File: src/rtl/eei.sv
// Shared environment definitions for the ACLINT block: register offsets,
// the bus FSM state type and the byte-lane write merge helper.
package eei;

  typedef logic [63:0] UInt64;

  localparam logic [15:0] ACLINT_MSIP_OFFSET     = 16'h0000;
  localparam logic [15:0] ACLINT_MTIMECMP_OFFSET = 16'h4000;
  localparam logic [15:0] ACLINT_MTIME_OFFSET    = 16'hbff8;

  typedef enum logic {
    ACLINT_IDLE,
    ACLINT_RESP
  } aclint_state_e;

  // Each wmask bit selects one byte lane of wdata; unselected lanes keep old_value.
  function automatic UInt64 apply_wmask(UInt64 old_value, UInt64 wdata, logic [7:0] wmask);
    UInt64 lane_mask;
    for (int i = 0; i < 8; i++) begin
      lane_mask[i*8 +: 8] = {8{wmask[i]}};
    end
    return (wdata & lane_mask) | (old_value & ~lane_mask);
  endfunction

endpackage

File: src/rtl/aclint_if.sv
// Timer and software-interrupt lines from the ACLINT device to the core's CSR unit.
interface aclint_if;
  import eei::*;

  logic  mtip;
  logic  msip;
  UInt64 mtime;

  modport master (output mtip, output msip, output mtime);
  modport slave  (input  mtip, input  msip, input  mtime);

endinterface

File: src/rtl/aclint_timer.sv
// Free-running mtime counter with a TICK_DIV prescaler; a bus write to mtime
// takes priority over the tick and restarts the prescaler period.
module aclint_timer
  import eei::*;
#(
  parameter int TICK_DIV = 1
) (
  input  logic       clk,
  input  logic       rst,
  input  logic       wen,
  input  UInt64      wdata,
  input  logic [7:0] wmask,
  output UInt64      mtime
);

  localparam int                DIV_W    = (TICK_DIV > 1) ? $clog2(TICK_DIV) : 1;
  localparam logic [DIV_W-1:0]  DIV_LAST = DIV_W'(TICK_DIV - 1);

  logic [DIV_W-1:0] div;

  always_ff @(posedge clk or posedge rst) begin
    if (rst) begin
      mtime <= '0;
      div   <= '0;
    end else if (wen) begin
      mtime <= apply_wmask(mtime, wdata, wmask);
      div   <= '0;
    end else if (div == DIV_LAST) begin
      mtime <= mtime + 64'd1;
      div   <= '0;
    end else begin
      div <= div + 1'b1;
    end
  end

endmodule

File: src/rtl/aclint_memory.sv
// Memory-mapped ACLINT: single-outstanding bus port onto MSIP, MTIMECMP and MTIME,
// driving mtip/msip/mtime to the core over aclint_if.
module aclint_memory
  import eei::*;
#(
  parameter int TICK_DIV   = 1,
  parameter int ADDR_WIDTH = 16
) (
  input  logic                  clk,
  input  logic                  rst,
  input  logic                  bus_valid,
  output logic                  bus_ready,
  input  logic [ADDR_WIDTH-1:0] bus_addr,
  input  logic                  bus_wen,
  input  UInt64                 bus_wdata,
  input  logic [7:0]            bus_wmask,
  output logic                  bus_rvalid,
  output UInt64                 bus_rdata,
  aclint_if.master              aclint
);

  localparam logic [ADDR_WIDTH-1:0] MSIP_ADDR     = ADDR_WIDTH'(ACLINT_MSIP_OFFSET);
  localparam logic [ADDR_WIDTH-1:0] MTIMECMP_ADDR = ADDR_WIDTH'(ACLINT_MTIMECMP_OFFSET);
  localparam logic [ADDR_WIDTH-1:0] MTIME_ADDR    = ADDR_WIDTH'(ACLINT_MTIME_OFFSET);

  aclint_state_e state;
  logic          msip;
  UInt64         mtimecmp;
  UInt64         mtime;
  UInt64         read_value;
  logic          accept;
  logic          sel_msip;
  logic          sel_mtimecmp;
  logic          sel_mtime;
  logic          mtime_wen;
  logic          unused_addr_bits;

  // Registers are 64-bit aligned, so the byte offset within a word never matters.
  assign unused_addr_bits = ^bus_addr[2:0];

  assign accept       = bus_valid && bus_ready;
  assign sel_msip     = (bus_addr[ADDR_WIDTH-1:3] == MSIP_ADDR[ADDR_WIDTH-1:3]);
  assign sel_mtimecmp = (bus_addr[ADDR_WIDTH-1:3] == MTIMECMP_ADDR[ADDR_WIDTH-1:3]);
  assign sel_mtime    = (bus_addr[ADDR_WIDTH-1:3] == MTIME_ADDR[ADDR_WIDTH-1:3]);
  assign mtime_wen    = accept && bus_wen && sel_mtime;

  always_comb begin
    read_value = '0;
    if (sel_msip) begin
      read_value = {63'd0, msip};
    end else if (sel_mtimecmp) begin
      read_value = mtimecmp;
    end else if (sel_mtime) begin
      read_value = mtime;
    end
  end

  aclint_timer #(
    .TICK_DIV (TICK_DIV)
  ) u_timer (
    .clk   (clk),
    .rst   (rst),
    .wen   (mtime_wen),
    .wdata (bus_wdata),
    .wmask (bus_wmask),
    .mtime (mtime)
  );

  // One response cycle per accepted request; no back-pressure on the response.
  always_ff @(posedge clk or posedge rst) begin
    if (rst) begin
      state      <= ACLINT_IDLE;
      bus_ready  <= 1'b1;
      bus_rvalid <= 1'b0;
      bus_rdata  <= '0;
    end else begin
      case (state)
        ACLINT_IDLE: begin
          if (accept) begin
            bus_rdata  <= read_value;
            state      <= ACLINT_RESP;
            bus_ready  <= 1'b0;
            bus_rvalid <= 1'b1;
          end
        end
        ACLINT_RESP: begin
          state      <= ACLINT_IDLE;
          bus_ready  <= 1'b1;
          bus_rvalid <= 1'b0;
        end
        default: begin
          state      <= ACLINT_IDLE;
          bus_ready  <= 1'b1;
          bus_rvalid <= 1'b0;
        end
      endcase
    end
  end

  always_ff @(posedge clk or posedge rst) begin
    if (rst) begin
      msip     <= 1'b0;
      mtimecmp <= '1;
    end else if (accept && bus_wen) begin
      if (sel_msip && bus_wmask[0]) begin
        msip <= bus_wdata[0];
      end
      if (sel_mtimecmp) begin
        mtimecmp <= apply_wmask(mtimecmp, bus_wdata, bus_wmask);
      end
    end
  end

  assign aclint.mtip  = (mtime >= mtimecmp);
  assign aclint.msip  = msip;
  assign aclint.mtime = mtime;

endmodule

File: src/flat_wrapper.sv
// flat-port wrapper written by rule: the top's interface ports become plain ports
module aclint_memory_flat import eei::*;
#(
  parameter int TICK_DIV   = 1,
  parameter int ADDR_WIDTH = 16
)
  (clk, rst, bus_valid, bus_ready, bus_addr, bus_wen, bus_wdata, bus_wmask, bus_rvalid, bus_rdata, aclint_mtip, aclint_msip, aclint_mtime);
  aclint_if aclint_i ();
  input  logic clk;
  input  logic rst;
  input  logic bus_valid;
  output logic bus_ready;
  input  logic [ADDR_WIDTH-1:0] bus_addr;
  input  logic bus_wen;
  input  UInt64 bus_wdata;
  input  logic [7:0] bus_wmask;
  output logic bus_rvalid;
  output UInt64 bus_rdata;
  output wire logic [$bits(aclint_i.mtip)-1:0] aclint_mtip;
  output wire logic [$bits(aclint_i.msip)-1:0] aclint_msip;
  output wire logic [$bits(aclint_i.mtime)-1:0] aclint_mtime;
  assign aclint_mtip = aclint_i.mtip;
  assign aclint_msip = aclint_i.msip;
  assign aclint_mtime = aclint_i.mtime;
  aclint_memory #(.TICK_DIV(TICK_DIV), .ADDR_WIDTH(ADDR_WIDTH)) u_core (.clk(clk), .rst(rst), .bus_valid(bus_valid), .bus_ready(bus_ready), .bus_addr(bus_addr), .bus_wen(bus_wen), .bus_wdata(bus_wdata), .bus_wmask(bus_wmask), .bus_rvalid(bus_rvalid), .bus_rdata(bus_rdata), .aclint(aclint_i));
endmodule
File: config.mk
export PLATFORM = sky130hd
export DESIGN_NAME = aclint_memory_flat
export DESIGN_NICKNAME = d
export VERILOG_FILES = /design/src/rtl/eei.sv /design/src/rtl/aclint_if.sv /design/src/rtl/aclint_timer.sv /design/src/rtl/aclint_memory.sv /design/src/flat_wrapper.sv
export SDC_FILE = /design/constraint.sdc
export NUM_CORES = 1
export LEC_CHECK = 0
export BUFFER_PORTS_ARGS = -buffer_cell sky130_fd_sc_hd__buf_2
export CAP_MARGIN = 10
export CORE_UTILIZATION = 25
export CTS_BUF_LIST = sky130_fd_sc_hd__clkbuf_4
export DETAILED_ROUTE_END_ITERATION = 7
export PLACE_DENSITY = 0.43
export SLEW_MARGIN = 0
export SYNTH_ARGS = -nofsm -noshare
export SYNTH_HDL_FRONTEND = slang
export SYNTH_SLANG_ARGS = --single-unit
File: constraint.sdc
create_clock -name clk -period 6.55 [get_ports clk]
set_clock_uncertainty 0.15 [all_clocks]
set_input_delay 0 -clock clk [delete_from_list [all_inputs] [get_ports clk]]
set_output_delay 0 -clock clk [all_outputs]
set_load 0.05 [all_outputs]
---- Word level (Yosys, flattened, before mapping) ----
Index checks and enable logic that the tools add are counted.
storage, ports and cells
  output and inout port bits .............. 132
  bits in latches ......................... 0
  word-level logic and storage cells ...... 43
  bits in read-only memories .............. 0
  register bits after elaboration ......... 197
  memory bits (writable) .................. 0
  memories kept ........................... 0
  bits of input ports ..................... 92
cells by class
  equality and inequality tests ........... 4
  div/mod/pow operators ................... 0
  reduce and logical (&&, ||, !) cells .... 8
  shift operators ......................... 0
  multipliers ............................. 0
  bitwise logic cells ..................... 7
  magnitude comparators ................... 1
  multiplexer cells ....................... 13
  add/subtract/negate cells ............... 2
operators by type and width
  kind                                                                number
  64-bit two-way mux                                                  5
  64-bit bitwise AND                                                  3
  64-bit OR                                                           2
  64-bit by 1-bit adder with 64-bit output (second input constant)    1
  64-bit >= comparator                                                1
  64-bit NOT                                                          1
  13-bit by 12-bit == test with 1-bit output (second input constant)  1
  13-bit == test (second input constant)                              1
  13-bit zero test                                                    1
  1-bit one-hot mux with 2 select lines                               3
  2-bit AND reduction                                                 3
  1-bit two-way mux                                                   5
  1-bit logical AND                                                   4
  2-bit by 1-bit != test with 1-bit output (second input constant)    2
  1-bit adder (second input constant)                                 1
  1-bit NOT                                                           1

---- Depth between registers and ports, before layout ----
  word-level depth ........................ 4
  gate-level depth with buffers ........... 8
  gate-level depth less buffers ........... 8

---- Hierarchy ----
Synthesis repeated with hierarchy kept, for this count alone.
unflattened totals
  cells, all modules ...................... 1172
  area total of the unflattened synthesis .. 11279.6 um2
modules (own cells, without submodules)
  module         cells each  instances  area each (um2)
  aclint_memory  675         1          7031.7
  aclint_timer   497         1          4247.8

---- Worst setup path before layout ----
Ideal clock, no wire load.
  path kind ............................... register to output
  from .................................... register (tool-made name)
  to ...................................... output port aclint_mtip
  cell stages (with the launch flop) ...... 8
  path buffers ............................ 0
  arrival time ............................ 2.999 ns
  path slack .............................. 3.401 ns
  path through ............................ dfrtp_1 ha_1 nand4_1 nor4_1 nand2_1 nor4_1 a21oi_1 o21ai_0
RTL lines
  element    line                RTL
  to (decl)  flat_wrapper.sv:19  output wire logic [$bits(aclint_i.mtip)-1:0] aclint_mtip;

==> metrics.txt <==
overflow left after global routing=0; Sum Neg Setup Slack=0 ns; final worst hold slack=between 0.09 and 0.1 ns; leading cell types in the layout, fill and taps excluded=220 x buf_2, 203 x dlygate4sd3_1, 131 x nand2_1, 131 x dfrtp_1, 85 x o21ai_0; Leakage=6.48 nW; Die H=212 microns; final critical delay including setup and external delays=roughly 4.4 ns; async set or reset register ratio after synthesis=100%; NumNets Final=between 1500 and 2000; post-route clock period utilization=67.3%; Antenna Nets Post-Route=0; power density normalized to cell area=138 nW/um^2; count of pins on the block boundary=between 200 and 250; Clock Tree Buf Depth=2; post-synthesis cell count=between 1000 and 1500; # resized after CTS=0; synth top area cells=dfrtp_1 30%, dfstp_2 15%, ha_1 7.4%; number of global-route vias before repair=10500; Arrival @ worst endpoint=4.94 ns; layout cells sized above 1=27.8%; Seq/Total Area, Yosys=45.2%; total die area=44900 sq um; sink count of the clock tree=196; RSZ-0062 raised after global routing=false; result of the run=finished clean; routability congestion estimate from global placement=0.775; post-synthesis instance area=11000 sq um; worst stage delay on the critical path=between 0.6 and 0.7 ns; signed area change from the synthesized netlist to the final layout=36.9%; iteration count of the initial detailed-routing pass=7; Worst-path clk slew=0.16 ns; number of buffer and inverter stages on the critical path=7; mean routed wirelength per cell=18.6 microns; maximum fanout count along the critical path=31; Initial Utilization=25.5%; most common cell after layout, fill and taps aside=buf_2; transition time at the pin with the least slew margin=0.986 ns; clock latency on the worst-skew pair=0.79 ns; largest area contributor in the synthesized netlist=dfrtp_1; DPL Wire Length=~28 mm; depth of the CTS H-tree=4; drt first-iter violations=583; maximum vdd ir drop=126 uV; CTS root buffer=clkbuf_4; Hold/Removal Path Class=in2reg; largest net degree at the start of global routing=127; final hold vios=0; setup fix buffers added after clock tree synthesis=0; total number of yosys warnings=0; overall track demand over capacity in global routing=18.2%; max-slew violations=0; prevailing post-synth register cell=dfrtp_1; vias per cell=4.85; site row count=76; count of maximum capacitance violations=0; width of the die=between 200 and 250 microns; antenna violations before repair=3; final routed wirelength across all metal layers=39.6 mm; average cell area after synthesis=~10 sq um; number of failing setup endpoints in the final timing report=0; via count=10300; worst-case headroom to the max-slew limit=34.1%; Required @ worst endpoint=a little over 7 ns; CTS buffer count=17; share of the synthesized area in the top cell type=29.7%; timing-limited maximum frequency=0.227 GHz; delay-heaviest family, CP=buffers and inverters; critical path, cell by cell=dlygate4sd3_1 -> buf_2 -> nand2_1 -> dlygate4sd3_1 -> nor4_4 -> dlygate4sd3_1 -> buf_4 -> nand2_2 -> buf_4 -> nand3_1 -> o211ai_1 -> o311ai_1 -> dlygate4sd3_1; post-synth cell types=just over 70; critical-path cell with the highest stage delay=dlygate4sd3_1; CTS tree=yes; Critical Path End Type=flop; input/output buffers=220; global-route wire length before repair=61.6 mm; critical path start-end classification=in2reg; Synthesized Nets=1278; area of the core=between 40000 and 50000 sq um; cell seen most often among critical-path stages=dlygate4sd3_1; number of synthesized register bits=196; Critical Path Start Type=primary input; count of unresolved DRC violations after routing=0; Post-synth EDFFs=0
==> power breakdown <==
part / internal [W] / leakage (nW) / switching (W)
clock network: 0.000239 / 0.145 / 0.000477
logic: 0.0000816 / 3.95 / 0.0000645
registers: 0.00121 / 2.38 / 0
total: 0.00153 / 6.48 / 0.000542
==> cells in the mapped netlist, types with 3 or more instances <==
library cell and instances:
a21o_1 15, dfrtp_1 131, and4_1 8, mux2i_1 4
a311oi_1 6, o311ai_0 4, nor4_1 7, inv_1 76
nand4_1 23, nor2_1 58, nor4_2 3, a31oi_1 3
buf_2 5, o221a_2 8, and3_1 19, nor2b_1 4
a21oi_1 51, a211o_1 5, or3_1 7, a211oi_1 12
a22oi_1 63, nand3_1 46, o211ai_1 13, a221oi_1 4
clkbuf_1 37, ha_1 65, o311ai_1 8, o31ai_1 3
o221a_1 5, mux2_2 64, o22ai_1 8, o21a_1 4
nor3_2 8, o21ai_0 85, o22a_1 3, nand2_1 132
nor3_1 13, or4_1 3, dfstp_2 65
==> final cells by class <==
class | count | area, sq um
timing repair buffer | 436 | 3230
tap | 585 | 732
multi-input combinational | 803 | 5570
clock buffer | 21 | 158
antenna | 5 | 12.5
clock inverter | 10 | 110
fill | 4502 | 28200
inverter | 76 | 293
sequential | 196 | 4990
==> through the flow <==
| stage | total power (W) | instance area, sq um | util (%) | instances | setup slack, ns |
|---|---|---|---|---|---|
| CTS | 0.00212 | 15100 | 34.8 | 2127 | 2.26 |
| finish | 0.00208 | 15100 | 34.9 | 2132 | 2.14 |
| global placement | 0.00131 | 12800 | 29.5 | 1893 | 3.32 |
| detailed placement | 0.00131 | 12800 | 29.5 | 1893 | 3.27 |
| global route | 0.00217 | 15100 | 34.9 | 2132 | 2.01 |
| floorplan | 0.00126 | 11000 | - | 1121 | 1.17 |
==> what timing repair did <==
| action | 4_1_cts | 5_1_grt |
|---|---|---|
| hold endpoints to repair | 291 | 0 |
| hold buffers | 203 | 0 |
| endpoints found under the setup margin | 0 | 0 |
==> worst register-to-register path, cell delays in order, from the launching register on <==
cell and delay [ns]:
dfstp_2 0.42, and3_1 0.15, dlygate4sd3_1 0.57, buf_4 0.22, nand2_2 0.48, buf_4 0.46, nand3_1 0.61, o211ai_1 0.41
o311ai_1 0.14, dlygate4sd3_1 0.58
==> metal layers <==
metal | vias to the layer above | share of wire, % | GRT usage, %
met4 | 2 | 1.4 | 5.10
met2 | 195 | 47 | 29.4
met3 | 31 | 4.6 | 4.76
met1 | 5126 | 47 | 23.7
met5 | - | 0.025 | 0
li1 | 4986 | - | -
==> cells by family (layout without fill, tap and decap cells) <==
kind of cell	Yosys count	count (layout)	share of synthesized area, %
AND/OR/NAND/NOR	353	353	16.4
AO/OA/AOI/OAI	316	316	19.6
flip-flops	196	196	45.2
buffers and inverters	122	543	4.35
multiplexers	68	68	6.90
adder cells (fa/ha/maj)	65	65	7.38
XOR/XNOR	1	1	0.0795
other	0	5	0
==> path summary, 6_finish.rpt <==
| kind | startpoint | end | slack [ns] | depth (start not counted) |
|---|---|---|---|---|
| setup / recovery | bus_addr[10] | flop | 2.14 | 13 |
| hold / removal | bus_wmask[7] | flop | 0.1 | 4 |
| setup reg to reg | u_core.bus_ready | flop | 2.27 | 9 |
| hold reg to reg | u_core.bus_rdata[46] | u_core.bus_rdata[46] | 0.34 | 2 |
| max in group asynchronous | rst | u_core.bus_rdata[49] | 4.19 | 5 |
| min in group asynchronous | rst | u_core.bus_rdata[28] | 0.41 | 4 |
Note: power is estimated with default switching activity, not from simulation.
